`config.mk`:
```
export PLATFORM = sky130hd
export DESIGN_NAME = botao_condicionador_flat
export DESIGN_NICKNAME = d
export VERILOG_FILES = /design/src/rtl/semaforo_pkg.sv /design/src/rtl/botao_condicionador_if.sv /design/src/rtl/sincronizador.sv /design/src/rtl/botao_condicionador.sv /design/src/flat_wrapper.sv
export SDC_FILE = /design/constraint.sdc
export NUM_CORES = 1
export LEC_CHECK = 0
export ABC_AREA = 1
export BUFFER_PORTS_ARGS = -buffer_cell sky130_fd_sc_hd__buf_2
export CORE_ASPECT_RATIO = 1.75
export CORE_MARGIN = 3
export CORE_UTILIZATION = 35
export CTS_BUF_LIST = sky130_fd_sc_hd__clkbuf_4
export DETAILED_ROUTE_END_ITERATION = 8
export GPL_ROUTABILITY_DRIVEN = 0
export HOLD_SLACK_MARGIN = 0.08
export PLACE_DENSITY = 0.61
export SLEW_MARGIN = 20
export SYNTH_ARGS = -nofsm -noshare
export SYNTH_HDL_FRONTEND = slang
export SYNTH_HIERARCHICAL = 1
export SYNTH_SLANG_ARGS = --single-unit
```
`constraint.sdc`:
```
create_clock -name clk -period 2.3 [get_ports clk]
set_input_delay 0.23 -clock clk [delete_from_list [all_inputs] [get_ports clk]]
set_output_delay 0.23 -clock clk [all_outputs]
set_load 0.01 [all_outputs]
```
`src/rtl/semaforo_pkg.sv`:
```
// Shared types for the semaforo controller and its pedestrian-button conditioner.
package semaforo_pkg;

  localparam int unsigned CNT_W = 8;
  localparam logic [CNT_W-1:0] PRESS_MAX = 8'd255;

  typedef enum logic [1:0] {
    IDLE            = 2'd0,
    CONFIRM_PRESS   = 2'd1,
    PRESSED         = 2'd2,
    CONFIRM_RELEASE = 2'd3
  } deb_state_t;

  // Lamp-state encodings used by the semaforo controller.
  typedef enum logic [1:0] {
    VERDE    = 2'd0,
    AMARELO  = 2'd1,
    VERMELHO = 2'd2
  } lamp_t;

endpackage

```
`src/rtl/botao_condicionador_if.sv`:
```
// Button/request signals between the conditioner (slave) and its user (master).
interface botao_condicionador_if;
  import semaforo_pkg::*;

  logic             bt_raw;
  logic             ack;
  logic             bt;
  logic             pending;
  logic [CNT_W-1:0] press_count;

  modport master (output bt_raw, ack, input bt, pending, press_count);
  modport slave  (input bt_raw, ack, output bt, pending, press_count);
endinterface

```
`src/rtl/sincronizador.sv`:
```
// STAGES-deep synchroniser flop chain with asynchronous active-low reset.
module sincronizador #(
  parameter int unsigned STAGES = 2
) (
  input  logic clk,
  input  logic rst,
  input  logic d,
  output logic q
);

  logic [STAGES-1:0] chain;

  always_ff @(posedge clk or negedge rst) begin
    if (!rst) chain <= '0;
    else      chain <= {chain[STAGES-2:0], d};
  end

  assign q = chain[STAGES-1];

endmodule

```
`src/rtl/botao_condicionador.sv`:
```
// Pedestrian-button conditioner: sync, debounce FSM, sticky request, press counter.
// Optional post-ack lockout enabled by defining BT_LOCKOUT_EN.
module botao_condicionador
  import semaforo_pkg::*;
#(
  parameter int unsigned      SYNC_STAGES     = 2,
  parameter logic [CNT_W-1:0] DEBOUNCE_CYCLES = 8'd4
`ifdef BT_LOCKOUT_EN
  ,
  parameter logic [CNT_W-1:0] LOCKOUT_CYCLES  = 8'd3
`endif
) (
  input  logic                clk,
  input  logic                rst,
  botao_condicionador_if.slave bus
);

  localparam logic [CNT_W-1:0] LAST = DEBOUNCE_CYCLES - 8'd1;

  logic             s;
  deb_state_t       state;
  logic [CNT_W-1:0] cnt;
  logic             press_evt;
  logic             locked;

  sincronizador #(.STAGES(SYNC_STAGES)) u_sync (
    .clk (clk),
    .rst (rst),
    .d   (bus.bt_raw),
    .q   (s)
  );

  always_comb begin
    press_evt = 1'b0;
    if (s) begin
      if (state == IDLE && DEBOUNCE_CYCLES == 8'd1)      press_evt = 1'b1;
      else if (state == CONFIRM_PRESS && cnt == LAST)    press_evt = 1'b1;
    end
  end

  always_ff @(posedge clk or negedge rst) begin
    if (!rst) begin
      state       <= IDLE;
      cnt         <= '0;
      bus.pending <= 1'b0;
    end else begin
      case (state)
        IDLE: begin
          if (s) begin
            if (DEBOUNCE_CYCLES == 8'd1) begin
              state <= PRESSED;
            end else begin
              state       <= CONFIRM_PRESS;
              cnt         <= 8'd1;
              bus.pending <= 1'b1;
            end
          end
        end
        CONFIRM_PRESS: begin
          if (!s) begin
            state       <= IDLE;
            cnt         <= '0;
            bus.pending <= 1'b0;
          end else if (cnt == LAST) begin
            state       <= PRESSED;
            bus.pending <= 1'b0;
          end else begin
            cnt <= cnt + 8'd1;
          end
        end
        PRESSED: begin
          if (!s) begin
            if (DEBOUNCE_CYCLES == 8'd1) begin
              state <= IDLE;
            end else begin
              state <= CONFIRM_RELEASE;
              cnt   <= 8'd1;
            end
          end
        end
        CONFIRM_RELEASE: begin
          if (s)                state <= PRESSED;
          else if (cnt == LAST) state <= IDLE;
          else                  cnt   <= cnt + 8'd1;
        end
        default: begin
          state       <= IDLE;
          cnt         <= '0;
          bus.pending <= 1'b0;
        end
      endcase
    end
  end

`ifdef BT_LOCKOUT_EN
  logic [CNT_W-1:0] lock_cnt;

  // The ack cycle itself is already inside the lockout window.
  assign locked = bus.ack || (lock_cnt != '0);

  always_ff @(posedge clk or negedge rst) begin
    if (!rst)                 lock_cnt <= '0;
    else if (bus.ack)         lock_cnt <= LOCKOUT_CYCLES;
    else if (lock_cnt != '0)  lock_cnt <= lock_cnt - 8'd1;
  end
`else
  assign locked = 1'b0;
`endif

  always_ff @(posedge clk or negedge rst) begin
    if (!rst) begin
      bus.bt          <= 1'b0;
      bus.press_count <= '0;
    end else begin
      if (press_evt && !locked) bus.bt <= 1'b1;
      else if (bus.ack)         bus.bt <= 1'b0;
      if (press_evt && bus.press_count != PRESS_MAX)
        bus.press_count <= bus.press_count + 8'd1;
    end
  end

endmodule

```
`src/flat_wrapper.sv`:
```
// flat-port wrapper written by rule: the top's interface ports become plain ports
module botao_condicionador_flat import semaforo_pkg::*;
#(
  parameter int unsigned      SYNC_STAGES     = 2,
  parameter logic [CNT_W-1:0] DEBOUNCE_CYCLES = 8'd4

)
  (clk, rst, bus_bt_raw, bus_ack, bus_bt, bus_pending, bus_press_count);
  botao_condicionador_if bus_i ();
  input  logic clk;
  input  logic rst;
  input wire logic [$bits(bus_i.bt_raw)-1:0] bus_bt_raw;
  input wire logic [$bits(bus_i.ack)-1:0] bus_ack;
  output wire logic [$bits(bus_i.bt)-1:0] bus_bt;
  output wire logic [$bits(bus_i.pending)-1:0] bus_pending;
  output wire logic [$bits(bus_i.press_count)-1:0] bus_press_count;
  assign bus_i.bt_raw = bus_bt_raw;
  assign bus_i.ack = bus_ack;
  assign bus_bt = bus_i.bt;
  assign bus_pending = bus_i.pending;
  assign bus_press_count = bus_i.press_count;
  botao_condicionador #(.SYNC_STAGES(SYNC_STAGES), .DEBOUNCE_CYCLES(DEBOUNCE_CYCLES)) u_core (.clk(clk), .rst(rst), .bus(bus_i));
endmodule
```
; Word-level counts from Yosys, hierarchy flattened
; Index checks and enable logic that the tools add are counted.
[word_totals]
wordCells = 47
register_bits = 22
out_inout_bits = 10
[op_classes]
eq_ne = 10
mux = 21
reduce_logical = 8
add_sub_neg = 2
[ops]
columns = op, count
row1 = two-way mux 8 bit, 5
row2 = one-hot mux 8 bit (4 select lines), 1
row3 = "adder 8 x 1 -> 8 bit, second input constant", 2
row4 = two-way mux 2 bit, 6
row5 = "equality test 8 x 2 -> 1 bit, second input constant", 1
row6 = "inequality test 8 bit, second input constant", 1
row7 = one-hot mux 2 bit (4 select lines), 1
row8 = two-way mux 1 bit, 7
row9 = "inequality test 2 bit, second input constant", 3
row10 = AND reduction 3 bit, 2
row11 = "equality test 2 bit, second input constant", 2
row12 = AND reduction 4 bit, 1
row13 = nonzero test 2 bit, 2
row14 = "inequality test 3 x 2 -> 1 bit, second input constant", 1
row15 = "inequality test 3 bit, second input constant", 1
row16 = "equality test 2 x 1 -> 1 bit, second input constant", 1
row17 = logical AND 1 bit, 2
row18 = zero test 2 bit, 1
row19 = one-hot mux 1 bit (2 select lines), 1

; Depth between registers and ports, before layout
; Gate-level depths: netlist (run 1).
[logic_depth]
depth_word = 5
ltp_mapped = 8

; Cells and area by module
; The synthesis (run 1) kept the hierarchy.
[by_module_without_submodules]
columns = module, cells_each, area_per_inst_um2, instances
row1 = botao_condicionador, 171, 1186.1, 1
row2 = sincronizador, 2, 50.0, 1

; Worst setup path before layout (run 1)
; No wires, ideal clock.
[synth_path]
path_kind = reg-to-reg
from = register u_core.bus.press_count[0]
to = register u_core.bus.press_count[7]
path_buffers = 0
arrival_ps = 1252
synth_period_minus_slack_ps = 1369
required_ps = 2184
path_stages_with_launch = 9
setup_ps = 116
path_slack_ps = 931
cell_sequence = dfrtp_1 ha_1 inv_1 nor2_1 nand2_1 nand3_4 inv_2 nand2_1 nand2_1
[synth_between]
elab_chain_len = 2
elab_cells_between_ends = 3
[synth_rtl]
columns = element, line_no
row1 = start: declaration, botao_condicionador_if.sv:12  ; modport slave (input bt_raw, ack, output bt, pending, press_count);
row2 = start signal: assignment, botao_condicionador.sv:118  ; bus.press_count <= bus.press_count + 8'd1;
row3 = "parallel branches: the longest is 2 deep, another holds adder 8 x 1 -> 8 bit", --
; Parallel ways; which one is timed is not known.
; A chain may end at the register's enable or synchronous reset.

; Worst setup path after layout (run 1)
[layout_path]
from = register u_core.bus.press_count[0]
to = register u_core.bus.press_count[1]
; Same word-level chain as after synthesis.

==> results of run 1 <==
sequential cells by signal (all words and copies together) (netlist names), named ones only:
| signal | count |
|---|---|
| u_core/u_sync/chain | 2 |
| u_core/cnt | 8 |
| u_core/bus.pending | 1 |
| u_core/bus.press_count | 8 |
| u_core/bus.bt | 1 |
| u_core/state | 1 |
worst paths after layout:
| check | from | endpoint | slack [ns] | cells after the start |
|---|---|---|---|---|
| max | u_core/bus.press_count[0] | u_core/bus.press_count[1] | 0.86 | 8 |
| min | bus_ack | u_core/bus.bt | 0.13 | 2 |
| max reg2reg | u_core/bus.press_count[0] | u_core/bus.press_count[1] | 0.86 | 8 |
| min reg2reg | u_core/u_sync/chain[0] | u_core/u_sync/chain[1] | 0.36 | 0 |
| max in group asynchronous | rst | u_core/cnt[0] | 1.54 | 2 |
| min in group asynchronous | rst | u_core/bus.press_count[3] | 0.42 | 2 |
per-layer routing:
layer	share of wire, %	routed length, um	up-vias
met4	3.5	92	0
met2	56	1447	17
met5	0	0	-
met3	2.1	54	9
met1	39	1009	497
li1	-	-	564
cell type report:
| cell class | instances | area [um2] |
|---|---|---|
| well taps | 45 | 56.30 |
| flip-flops and latches | 22 | 550.5 |
| clock buffers | 3 | 22.52 |
| inverters | 23 | 86.33 |
| multi-input cells | 128 | 599.3 |
| repair buffers | 15 | 85.08 |
| fillers | 364 | 1998 |
per-stage QoR:
| step | hold WS [ns] | area [um2] | power [uW] | cells |
|---|---|---|---|---|
| after floorplan | -0.06559 | 1236 | 883.7 | 173 |
| after global placement | 0.2345 | 1358 | 1021 | 231 |
| after detailed placement | 0.2335 | 1358 | 1018 | 231 |
| after CTS | 0.1134 | 1400 | 1197 | 236 |
| after global routing | 0.09880 | 1400 | 1295 | 236 |
| final | 0.1302 | 1400 | 1174 | 236 |
report_power, final:
| group | switching [uW] | internal, uW | total (uW) |
|---|---|---|---|
| clock | 107 | 60.9 | 168 |
| combinational | 292 | 171 | 463 |
| sequential | 79.4 | 464 | 543 |
critical path: stages (launching register included):
cell	delay, ns
dfrtp_1	0.42
ha_1	0.24
inv_1	0.05
nor2_1	0.16
nand2_1	0.11
nand3_4	0.15
inv_2	0.09
nand2_1	0.07
nand2_1	0.05
what timing repair did:
item | in CTS | in global routing
endpoints found under the hold margin | 23 | 0
setup endpoints to repair | 0 | 0
hold buffers | 2 | 0
kinds of logic (layout without fill, tap and decap cells):
| kind of cell | count (synthesis) | after routing | synth area share [%] |
|---|---|---|---|
| AND/OR/NAND/NOR | 111 | 111 | 38.46 |
| buffers and inverters | 23 | 41 | 6.984 |
| flip-flops | 22 | 22 | 44.53 |
| AO/OA/AOI/OAI | 10 | 10 | 4.454 |
| XOR/XNOR | 5 | 5 | 3.543 |
| adder cells (fa/ha/maj) | 2 | 2 | 2.024 |
placed cells by master (no fill, tap or decap), drive strengths merged:
master,count
nand2,69
nor2,28
inv,23
dfrtp,22
buf,13
nand3,9
o21ai,6
clkbuf,3
nand3b,3
xor2,3
dlygate4sd3,2
a21oi,2
xnor2,2
ha,2
a21boi,1
nor3,1
o21bai,1
nand4,1
==> flow_metrics.py, run 1 <==
metrics = {
    "sta": {
        "period_share_pct": 62.56,
        "slew_of_the_pin_with_the_lowest_slew_margin_ns": 0.5057,
        "slew_violations": 0,
        "relSlewSlack_pct": 66.29,
        "rsz0062_at_grt": "no",
        "finalSetupViolations": 0,
        "finalHoldViolCount": 0,
        "setup_ws_ns": 0.8610,
        "final.setup.tns_ns": 0,
        "fin_skew_ns": 0.003822,
        "period_minus_slack_ns": 1.439,
        "max_freq_ghz": 0.6949,
    },
    "critical_path": {
        "timing.critical_path.to_type": "flip-flop",
        "timing.critical_path.arrival_ns": 1.64,
        "required_time_at_the_endpoint_of_the_critical_path_ns": 2.50,
        "crit_type": "flip-flop to flip-flop",
        "cp-start-kind": "flip-flop",
        "crit_fanout": 10,
    },
    "grt": {
        "use_met3_pct": 2.131,
        "grt_first_pass_wirelength_um": 4754,
        "grt.met2_usage_pct": 26.91,
        "top_usage_layer": "met2",
        "grt_use_total_pct": 14.30,
        "grt_antenna_before_repair": 0,
        "first_global_vias": 1127,
        "maximum_number_of_pins_on_one_net_before_global_route_repair": 23,
        "grt_util_met1_pct": 14.38,
        "globalRouteOverflowTotal": 0,
    },
    "floorplan": {
        "starting_density_pct": 36.38,
        "pin_count": 14,
        "die_area_um2": 4309,
        "coreArea_um2": 3398,
        "fp.dieW_um": 50.93,
        "chipHeight_um": 84.62,
        "floorplan.rows": 28,
    },
    "layout": {
        "final_layout_size_suffix_gt1_share_pct": 14.14,
        "antenna-diode-count": 0,
        "number_of_nets_at_the_end_of_the_flow": 199,
        "flow.area_growth_from_synthesis_pct": 13.26,
        "final_core_util_pct": 41.20,
    },
    "logic_synthesis": {
        "synth_area_per_cell_um2": 7.146,
        "top_post_synthesis_cells_by_area": "dfrtp_1 45%, nand2_1 20%, nor2_1 7.6%",
        "netlist_top_cells_count": "66 x nand2_1, 25 x nor2_1, 22 x dfrtp_1",
        "yosys_warnings": 6,
        "post_synth_inst_count": 173,
        "synth_register_bits": 22,
        "synth-async-reset-ratio_pct": 100.0,
        "synth_seq_area_share_pct": 44.53,
        "number_of_flops_mapped_to_enable_cells_by_yosys": 0,
        "synth_most_common_cell": "nand2_1",
        "synth.top_cell.area_share_pct": 44.53,
        "ys.flop_type": "dfrtp_1",
        "post_synth_instance_area_um2": 1236,
        "synthDistinctLibCells": 21,
        "synthesis.nets": 179,
        "netlist.top_cell.by_area": "dfrtp_1",
    },
    "cts": {
        "ctsRootBufferMaster": "clkbuf_4",
        "cts_tree": "yes",
        "clock-sinks": 22,
        "cts_made_buffers": 3,
        "later_pin_clock_latency_in_the_skew_report_ns": 0.29,
        "cts.clk_slew.worst_paths_ns": 0.11,
        "max-clock-path-buffers": 2,
        "post_cts.resized_instances": 0,
        "post_cts_buffers": 0,
        "ctsHtreeMaxLevel": 1,
    },
    "route": {
        "detail_route.wl_per_cell_um": 11.03,
        "detail_route.drc_violations": 0,
        "routed-via-count": 1087,
        "drt.antenna.violating_nets": 0,
        "viasPerCell": 4.606,
        "dr.pass1.iters": 4,
        "wl_um": 2603,
        "first_iter_violations": 18,
    },
    "power_and_ir_drop": {
        "vdd_drop_max_mv": 0.5315,
        "p_leak_uw": 0.0007612,
        "p_per_area_nw_per_um2": 838.2,
    },
    "placement": {
        "port-buffer-count": 13,
        "dp_slack_ns": 0.8686,
        "post-dp-hpwl_um": 2078,
    },
    "run_status": {
        "status": "finished clean",
    },
    "hold_path": {
        "hold_path_class": "input pin to flip-flop",
    },
    "run": {
        "drv_cap": 0,
    },
}
(Power assumes the default switching activity.)
==> inputs of run 2 (changes only) <==
--- a/config.mk
+++ b/config.mk
@@ -14,7 +14,7 @@
 export DETAILED_ROUTE_END_ITERATION = 8
 export GPL_ROUTABILITY_DRIVEN = 0
 export HOLD_SLACK_MARGIN = 0.08
-export PLACE_DENSITY = 0.61
+export PLACE_DENSITY = 0.63
 export SLEW_MARGIN = 20
 export SYNTH_ARGS = -nofsm -noshare
 export SYNTH_HDL_FRONTEND = slang
==> constraint.sdc (replaced) <==
create_clock -name clk -period 1.2 [get_ports clk]
set_input_delay 0.12 -clock clk [delete_from_list [all_inputs] [get_ports clk]]
set_output_delay 0.12 -clock clk [all_outputs]
set_load 0.01 [all_outputs]
==> run 2 against run 1 <==
  * The run now ends with setup timing left
  * Die area stayed put
  * Cell area is 28% higher
  * Register-to-register slack lost 0.90 ns
  * Worst setup slack worse by 0.90 ns
  * Clock skew increased by 0.0032 ns
  * Flip-flop and latch count stayed put
  * Via count up 11%
  * Critical path depth is 1 lower
  * Total power rose to 2.6 times the previous value
  * Global-route usage grew 1.0 points
  * Sequential power grew 90%
  * Core utilization increased by 12 points
  * Largest power group is now combinational cells
  * Highest routed layer unchanged
==> flow_metrics.py, run 2 (synthesis results as in run 1) <==
metrics = {
    "cts": {
        "cts.clk_slew.worst_paths_ns": 0.12,
        "cts_made_buffers": 3,
        "max-clock-path-buffers": 2,
        "cts_tree": "yes",
        "later_pin_clock_latency_in_the_skew_report_ns": 0.30,
        "clock-sinks": 22,
        "ctsHtreeMaxLevel": 1,
        "ctsRootBufferMaster": "clkbuf_4",
    },
    "layout": {
        "final_cell_count_no_fill": 266,
        "reg_top3": "u_core/bus.press_count (8), u_core/cnt (8), u_core/u_sync/chain (2)",
        "postLayoutCellArea_um2": 1795,
        "most_common_library_cell_in_the_layout_ignoring_fill_and_taps": "nand2_1",
        "filler_cell_count": 342,
        "number_of_nets_at_the_end_of_the_flow": 228,
        "flow.area_growth_from_synthesis_pct": 45.24,
        "final_layout_size_suffix_gt1_share_pct": 40.72,
        "antenna-diode-count": 0,
        "layout_common_cells": "56 x nand2_1, 25 x buf_4, 20 x dfrtp_1, 16 x nor2_1, 15 x inv_1",
    },
    "critical_path": {
        "crit_type": "flip-flop to flip-flop",
        "timing.critical_path.to_type": "flip-flop",
        "cp-start-kind": "flip-flop",
        "timing.critical_path.arrival_ns": 1.49,
        "crit_fanout": 7,
        "required_time_at_the_endpoint_of_the_critical_path_ns": 1.45,
    },
    "run": {
        "drv_cap": 0,
    },
    "route": {
        "detail_route.drc_violations": 0,
        "dr.pass1.iters": 4,
        "routed-via-count": 1206,
        "viasPerCell": 4.534,
        "first_iter_violations": 23,
        "wl_um": 2960,
        "drt.antenna.violating_nets": 0,
        "detail_route.wl_per_cell_um": 11.13,
    },
    "run_status": {
        "violations": "setup timing",
        "status": "finished, violations left",
    },
    "sta": {
        "relSlewSlack_pct": 66.51,
        "max_freq_ghz": 0.8082,
        "fin_skew_ns": 0.007058,
        "finalSetupViolations": 10,
        "rsz0062_at_grt": "yes",
        "period_minus_slack_ns": 1.237,
        "slew_violations": 0,
        "finalHoldViolCount": 0,
        "period_share_pct": 103.1,
        "slew_of_the_pin_with_the_lowest_slew_margin_ns": 0.5024,
        "setup_ws_ns": -0.03728,
    },
    "grt": {
        "globalRouteOverflowTotal": 0,
        "maximum_number_of_pins_on_one_net_before_global_route_repair": 23,
        "grt_use_total_pct": 15.32,
        "first_global_vias": 1205,
        "grt_first_pass_wirelength_um": 5030,
        "grt_antenna_before_repair": 0,
    },
    "floorplan": {
        "starting_density_pct": 36.38,
        "pin_count": 14,
        "fp.dieW_um": 50.93,
        "die_area_um2": 4309,
        "coreArea_um2": 3398,
        "floorplan.rows": 28,
        "chipHeight_um": 84.62,
    },
    "hold_path": {
        "hold_path_class": "input pin to async pin",
    },
    "power_and_ir_drop": {
        "vdd_drop_max_mv": 0.8475,
        "p_per_area_nw_per_um2": 1683,
        "p_leak_uw": 0.0009270,
    },
    "placement": {
        "post_dp_cell_area_um2": 1528,
        "place_inst": 251,
        "dp_slack_ns": -0.09967,
        "port-buffer-count": 13,
        "post-dp-hpwl_um": 2104,
    },
}
==> run 2: cell type report <==
class,count,area (um2),share of cell area [%]
multi-input combinational,129,757.0,42.16
sequential,22,553.0,30.80
timing repair buffer,43,305.3,17.00
inverter,23,93.84,5.226
tap,45,56.30,3.136
clock buffer,4,30.03,1.672
==> run 2: worst max-delay path: stages, from the launching register on <==
cell	delay [ns]
dfrtp_1	0.42
ha_4	0.18
nand3_4	0.08
nor2_4	0.15
nand3_4	0.14
inv_6	0.12
nand2_1	0.05
nand2_1	0.05
==> run 2: final timing paths <==
check	start	endpoint	slack (ns)	depth (start not counted)
hold reg to reg	u_core/u_sync/chain[0]	u_core/u_sync/chain[1]	0.37	0
max in group asynchronous	rst	u_core/bus.press_count[0]	0.54	2
hold / removal	rst	u_core/bus.press_count[2]	0.29	2
min in group clk	u_core/u_sync/chain[0]	u_core/u_sync/chain[1]	0.37	0
setup / recovery	u_core/cnt[0]	u_core/bus.press_count[5]	-0.04	7
setup reg to reg	u_core/cnt[0]	u_core/bus.press_count[5]	-0.04	7
==> run 2: metrics by stage <==
stage / total power [uW] / hold slack [ns] / TNS (ns) / util (%)
after floorplan: 1728 / -0.1756 / 0 / -
after global placement: 2197 / 0.1178 / -0.6204 / 44.96
after detailed placement: 2207 / 0.1236 / -1.143 / 44.96
after CTS: 2845 / 0.2953 / -0.4395 / 49.74
after global routing: 3285 / 0.3221 / -1.693 / 52.84
final: 3021 / 0.2939 / -0.2544 / 52.84
==> run 2: power by group <==
group / total [uW] / internal (uW) / leakage, uW / switching [uW]
Clock: 366 / 152 / 0.0000184 / 214
Sequential: 1030 / 894 / 0.000288 / 133
Combinational: 1630 / 747 / 0.000621 / 880
Total: 3020 / 1790 / 0.000927 / 1230
==> run 2: repair_timing <==
item	4_1_cts	5_1_grt
endpoints found under the hold margin	24	0
setup endpoints to repair	16	20
pin swaps	8	12
hold buffers	3	0
gates cloned	1	0
buffers inserted	4	3
gates resized for setup	16	30
==> run 2: metal layers <==
metal  track usage [%]  wire, um  up-vias  share of wire, %
met5                 0         0        -                 0
met4             6.863        27        0              0.91
met3             1.599        63        2               2.1
met2             29.96      1781       12                60
met1             15.20      1087      562                37
li1                  -         -      630                 -
